### config.mk
export PLATFORM = sky130hd
export DESIGN_NAME = sat_counter
export DESIGN_NICKNAME = d
export VERILOG_FILES = /design/src/rtl/sat_counter.sv
export SDC_FILE = /design/constraint.sdc
export NUM_CORES = 1
export LEC_CHECK = 0
export ABC_AREA = 1
export CORE_MARGIN = 5
export CORE_UTILIZATION = 50
export CTS_BUF_LIST = sky130_fd_sc_hd__clkbuf_2
export CTS_CLUSTER_SIZE = 25
export DETAILED_ROUTE_END_ITERATION = 12
export MAX_ROUTING_LAYER = met4
export PLACE_DENSITY = 0.75
export SKIP_LAST_GASP = 1
export SLEW_MARGIN = 20
export SYNTH_ARGS = -nofsm -noshare
export SYNTH_HDL_FRONTEND = slang
export SYNTH_SLANG_ARGS = --single-unit
### constraint.sdc
create_clock -name clock -period 2.8 [get_ports clock]
set_input_delay 0.56 -clock clock [delete_from_list [all_inputs] [get_ports clock]]
set_output_delay 0.56 -clock clock [all_outputs]
set_load 0.05 [all_outputs]
### src/rtl/sat_counter.sv
// sat_counter: up-counter that holds at all-ones; synchronous clear beats increment.
module sat_counter #(
    parameter int W = 64
) (
    input  logic         clock,
    input  logic         reset,
    input  logic         i_clr,
    input  logic         i_inc,
    output logic [W-1:0] o_cnt
);
    logic [W-1:0] cnt_q, cnt_d;
    always_comb cnt_d = i_clr ? '0 : (i_inc && !(&cnt_q)) ? cnt_q + 1'b1 : cnt_q;
    always_ff @(posedge clock) begin
        if (reset) cnt_q <= '0;
        else cnt_q <= cnt_d;
    end
    assign o_cnt = cnt_q;
endmodule

==> results.txt, run 1 <==
GP Congestion = 0.983
First-pass GRT wire length = 23.1 mm
Final net count = 786
Util after Layout = 0.612
Async SR Flop Fraction = 0
Total power = 1.56 mW
Global-route usage over all layers = 0.296
Ant diodes = 0
TritonRoute pass-1 iters = 5
Area grow syn2layout = 19.9%
CP startpoint kind = register
Vias in the first global route = 4,592
Synth cell count leaders = nor2_1 (201), nand2_1 (193), nand3_1 (89)
Slowest cell delay on critical path = 870 ps
Global route overflow = 0
Sink Count = 64
Critical R2R Capture = o_cnt[57]
Hold Slack = 546 ps
Yosys top cell area share = 0.305
TritonCTS Buffers = 9
Final Routed Wirelength = 14.2 mm
Hold endpoint = o_cnt[62]
Placement Cell Area = 0.00492 mm^2
CTS tree = done
Yosys reg bits = 64
Die Area = 0.0103 mm^2
Synthesized net count = 722
Worst Path Required = 2240 ps
RSZ-0062 raised after global routing = false
Slew Limit Fails = 0
Ranking of synthesized cells by area = dfxtp_1 (31%), nor2_1 (18%), nand2_1 (17%), nand3_1 (11%), a21oi_1 (7.0%)
Final worst path period share = 0.875
Syn Area/Cell = 5.85 um^2
VDD IR max = 176 uV
Total number of vias = 4,900
Rows = 33
Drt first-iter violations = 387
Slew HR = 0.571
Residual DRC = 0
Setup-violating endpoint count in the final report = 0
Final critical-path setup slack = 349 ps
Number of flip-flops under the largest register name = 64
Setup Fix Bufs, Post-CTS = 0
Fraction of layout cells with a size suffix above 1 = 0.0611
Cell taking the most area after synthesis = dfxtp_1
Antenna-violating nets left = 0
Post-Layout Inst Area = 0.00503 mm^2
Worst reg2reg setup slack = 650 ps
Count leader, synth = nor2_1
Area of the mapped netlist = 0.00420 mm^2
Clock transition at path regs = 190 ps
Place WS = 383 ps
Io pins = 68
Hold Buf Count CTS = 0
Final hold vios = 0
Min-delay worst type = reg -> reg
Die span in y = 102 um
Count of cell types in the netlist = 26
Clock Tree Root = clkbuf_2
Routed len/inst = 15.9 um
Critical Path Sink Type = output port
Yosys warns = 0
Top FF cell, synth = dfxtp_1
Status = completed
Via density per instance = 5.50
# resized after CTS = 0
H-tree depth reported by CTS = 3
CP Class = reg -> out
Initial antenna violation count = 0
Critical path arrival = 1890 ps
Port bufs = 67
Worst-margin pin slew = 644 ps
Maximum clock rate = 408 MHz
CP max stage cell = clkdlybuf4s50_1
CP delay by family, top = buffers and inverters
Core Region = 0.00822 mm^2
Finished Layout Cells = 891
Clock latency on the worst-skew pair = 510 ps
Cell count after placement = 875
Maximum fanout along the worst path = 7
Layout Skew = 30.1 ps
EDFF count, synth = 0
Crit path time final = 2450 ps
Clock Path Buffers = 2
Die Span X = 102 um
Initial Util = 0.511
Register area share after synthesis = 0.305
FF-to-FF Start = o_cnt[0]
CP cell instances = clkdlybuf4s50_1
DP Wirelength = 10.7 mm
Max_cap viols = 0
Hold_sp = o_cnt[62]
Worst R2R Path Depth = 11
Buf/Inv on CP = 1
Synthesized instance count = 717
Largest net degree at the start of global routing = 65
Cell depth of the worst min-delay path = 2
Lkg Pwr = 1.62 nW
Fin Setup TNS = 0 ps
Power Density = 311 mW/mm^2
-- area by class of cell --
cell class,instances,area [um^2]
inverter,49,184
clock inverter,6,60.1
fill,864,3190
clock buffer,10,50.0
multi-input combinational,583,2590
sequential,64,1280
tap,105,131
timing repair buffer,74,736
-- worst max-delay path by stage --
stage | to | cells after the start | from | slack (ps)
6_report | o_cnt[55] | 1 | o_cnt[55] | 350
3_5_place_dp | o_cnt[54] | 11 | i_inc | 380
5_1_grt | o_cnt[56] | 1 | o_cnt[56] | 240
2_1_floorplan | o_cnt[35] | 9 | o_cnt[0] | 740
4_1_cts | o_cnt[37] | 1 | o_cnt[37] | 320
3_3_place_gp | o_cnt[51] | 11 | i_inc | 460
-- per-layer routing --
metal	routed length (um)	GRT usage
met5	0	-
met4	342	0.0982
met3	1040	0.0461
met2	6460	0.457
met1	6320	0.395
-- placed cells by master (no fill, tap or decap), types with 6 or more instances in the layout --
cell / n
nand2_1: 193
nand3b_1: 8
dfxtp_1: 64
a21oi_1: 59
clkdlybuf4s50_1: 67
clkbuf_2: 10
nand3_1: 89
nor2_2: 8
nor2_1: 200
inv_1: 48
buf_4: 6
-- logic make-up (layout without fill, tap and decap cells) --
logic type	after synthesis	count (layout)	share of synthesized area
fa+ha+maj	1	1	0.00298
flops	64	64	0.305
buf+inv	70	139	0.0799
compound gates	59	59	0.0704
simple gates	523	523	0.541
-- power breakdown --
group          internal, mW  switching, mW
sequential            0.914        0.00149
combinational        0.0237         0.0469
clock                 0.203          0.374
total                  1.14          0.422
No activity file was read; power rests on OpenSTA's default activity.
==> run 2: changes to the inputs <==
--- a/config.mk
+++ b/config.mk
@@ -11,8 +11,10 @@
 export CTS_BUF_LIST = sky130_fd_sc_hd__clkbuf_2
 export CTS_CLUSTER_SIZE = 25
 export DETAILED_ROUTE_END_ITERATION = 12
+export GPL_TIMING_DRIVEN = 0
 export MAX_ROUTING_LAYER = met4
 export PLACE_DENSITY = 0.75
+export REMOVE_ABC_BUFFERS = 1
 export SKIP_LAST_GASP = 1
 export SLEW_MARGIN = 20
 export SYNTH_ARGS = -nofsm -noshare
==> run 2 against run 1 <==
  * Via count shrank 2.2%
  * Sequential power is essentially flat
  * Routed wire length shrank 6.0%
  * Critical path type is now reg -> reg
  * Largest cell class unchanged
==> results.txt, run 2 (synthesis results as in run 1) <==
Final Routed Wirelength = 13.3 mm
Fraction of layout cells with a size suffix above 1 = 0.0551
Critical Path Sink Type = register
Number of flip-flops under the largest register name = 64
Via density per instance = 5.41
Final hold vios = 0
Clock Tree Root = clkbuf_2
Metal3 WL = 834 um
Io pins = 68
Logic gate share of total power = 0.045
Crit path time final = 2570 ps
Clock Power Share = 0.336
Commonest non-fill, non-tap cell in the layout = nor2_1
Finished Layout Cells = 885
Total number of vias = 4,792
Clock transition at path regs = 220 ps
Final worst path period share = 0.917
Worst-margin pin slew = 926 ps
Sink Count = 64
Critical path arrival = 3020 ps
Layout Skew = 33.1 ps
Total power = 1.48 mW
Routed len/inst = 15.0 um
Maximum fanout along the worst path = 60
Hold_sp = o_cnt[1]
RSZ-0062 raised after global routing = false
Final net count = 780
Residual DRC = 0
TritonRoute pass-1 iters = 5
Min-delay worst type = reg -> reg
Ant diodes = 0
CP Class = reg -> reg
Initial Util = 0.511
Die Span X = 102 um
Lkg Pwr = 1.58 nW
Drt first-iter violations = 287
Global-route usage over all layers = 0.270
Metal2 WL = 6.02 mm
Net Sw Frac = 0.291
Area grow syn2layout = 18.3%
Hold Buf Count CTS = 0
Worst Path Required = 3250 ps
Most frequent cells in the layout = nor2_1 (200), nand2_1 (193), nand3_1 (89), clkdlybuf4s50_1 (66), dfxtp_1 (64)
Status = completed
Cell count after placement = 869
TritonCTS Buffers = 9
Setup-violating endpoint count in the final report = 0
Clock Path Buffers = 2
Initial antenna violation count = 0
Power Density = 298 mW/mm^2
First-pass GRT wire length = 21.3 mm
Seq pwr share = 0.619
Port bufs = 67
Max_cap viols = 0
Setup Fix Bufs, Post-CTS = 0
GP Congestion = 0.964
FF-to-FF Start = o_cnt[24]
Rows = 33
Largest net degree at the start of global routing = 61
CTS tree = done
Sw Pwr = 0.431 mW
Vias in the first global route = 4,336
CP startpoint kind = register
Pint = 1.05 mW
Die span in y = 102 um
Antenna-violating nets left = 0
H-tree depth reported by CTS = 3
Slew HR = 0.381
Core Region = 0.00822 mm^2
Setup crit start = o_cnt[24]
Maximum clock rate = 389 MHz
DP Wirelength = 10.1 mm
Slew Limit Fails = 0
M1 wire length = 6.17 mm
VDD IR max = 191 uV
Die Area = 0.0103 mm^2
Uppermost layer routed = met4
Clock latency on the worst-skew pair = 530 ps
Global route overflow = 0
Fin Setup TNS = 0 ps
run 2: cell count changes in the layout (fill, tap and decap cells not counted), sizes merged:
cell / previous run / this run
clkdlybuf4s50: 67 / 66
inv: 49 / 50
clkinv: 2 / 3
bufinv: 1 / 0
buf: 7 / 1
run 2: worst paths after layout:
| kind | to | slack, ps | cells after the start |
|---|---|---|---|
| min | o_cnt[1] | 540 | 2 |
| min reg2reg | o_cnt[1] | 540 | 2 |
| max reg2reg | o_cnt[57] | 230 | 9 |
| max | o_cnt[57] | 230 | 9 |
run 2: layer usage:
metal	track usage	vias up
met4	0.0951	0
met2	0.415	175
met5	-	-
met1	0.365	2197
li1	-	2395
met3	0.0331	25
run 2: layout make-up:
class	count	area, um^2
fillers	833	3260
clock inverters	7	47.5
inverters	49	184
repair buffers	68	686
well taps	105	131
multi-input cells	583	2590
clock buffers	9	45.0
flip-flops and latches	64	1280
run 2: power groups by stage:
stage	registers (mW)	logic, mW	clock network, mW
finish	0.916	0.0667	0.498
global route	0.917	0.0744	0.553
CTS	0.916	0.0665	0.504
detailed placement	0.933	0.0668	0
global placement	0.933	0.0685	0
floorplan	0.938	0.0391	0
run 2: through the flow:
stage	worst slack (ps)	utilization	area (um^2)	hold WS (ps)
2_1_floorplan	-13.3	-	4040	720
3_3_place_gp	-1650	0.590	4850	510
3_5_place_dp	-584	0.593	4870	510
4_1_cts	252	0.604	4960	536
5_1_grt	34.8	0.604	4960	575
6_report	232	0.604	4960	538
run 2: timing repair:
item / in CTS / in global routing
setup endpoints to repair: 2 / 1
resized for setup: 1 / 2
pin swaps: 0 / 0
hold endpoints to repair: 0 / 0
run 2: worst max-delay path, cell delays in order (launching register included):
cell     delay, ps
dfxtp_1        460
nand2_1        110
nor2_1         240
nand2_1        190
nor2_2         240
nand4_4        700
nand2_1        310
nand2_1         90
nand2_1         70
nor2_1          40
==> run 3: changes to the inputs <==
--- a/config.mk
+++ b/config.mk
@@ -12,6 +12,7 @@
 export CTS_CLUSTER_SIZE = 25
 export DETAILED_ROUTE_END_ITERATION = 12
 export GPL_TIMING_DRIVEN = 0
+export HOLD_SLACK_MARGIN = 0.03
 export MAX_ROUTING_LAYER = met4
 export PLACE_DENSITY = 0.75
 export REMOVE_ABC_BUFFERS = 1
==> results of run 3 <==
Final layout, timing and power as in run 2 (identical DEF).
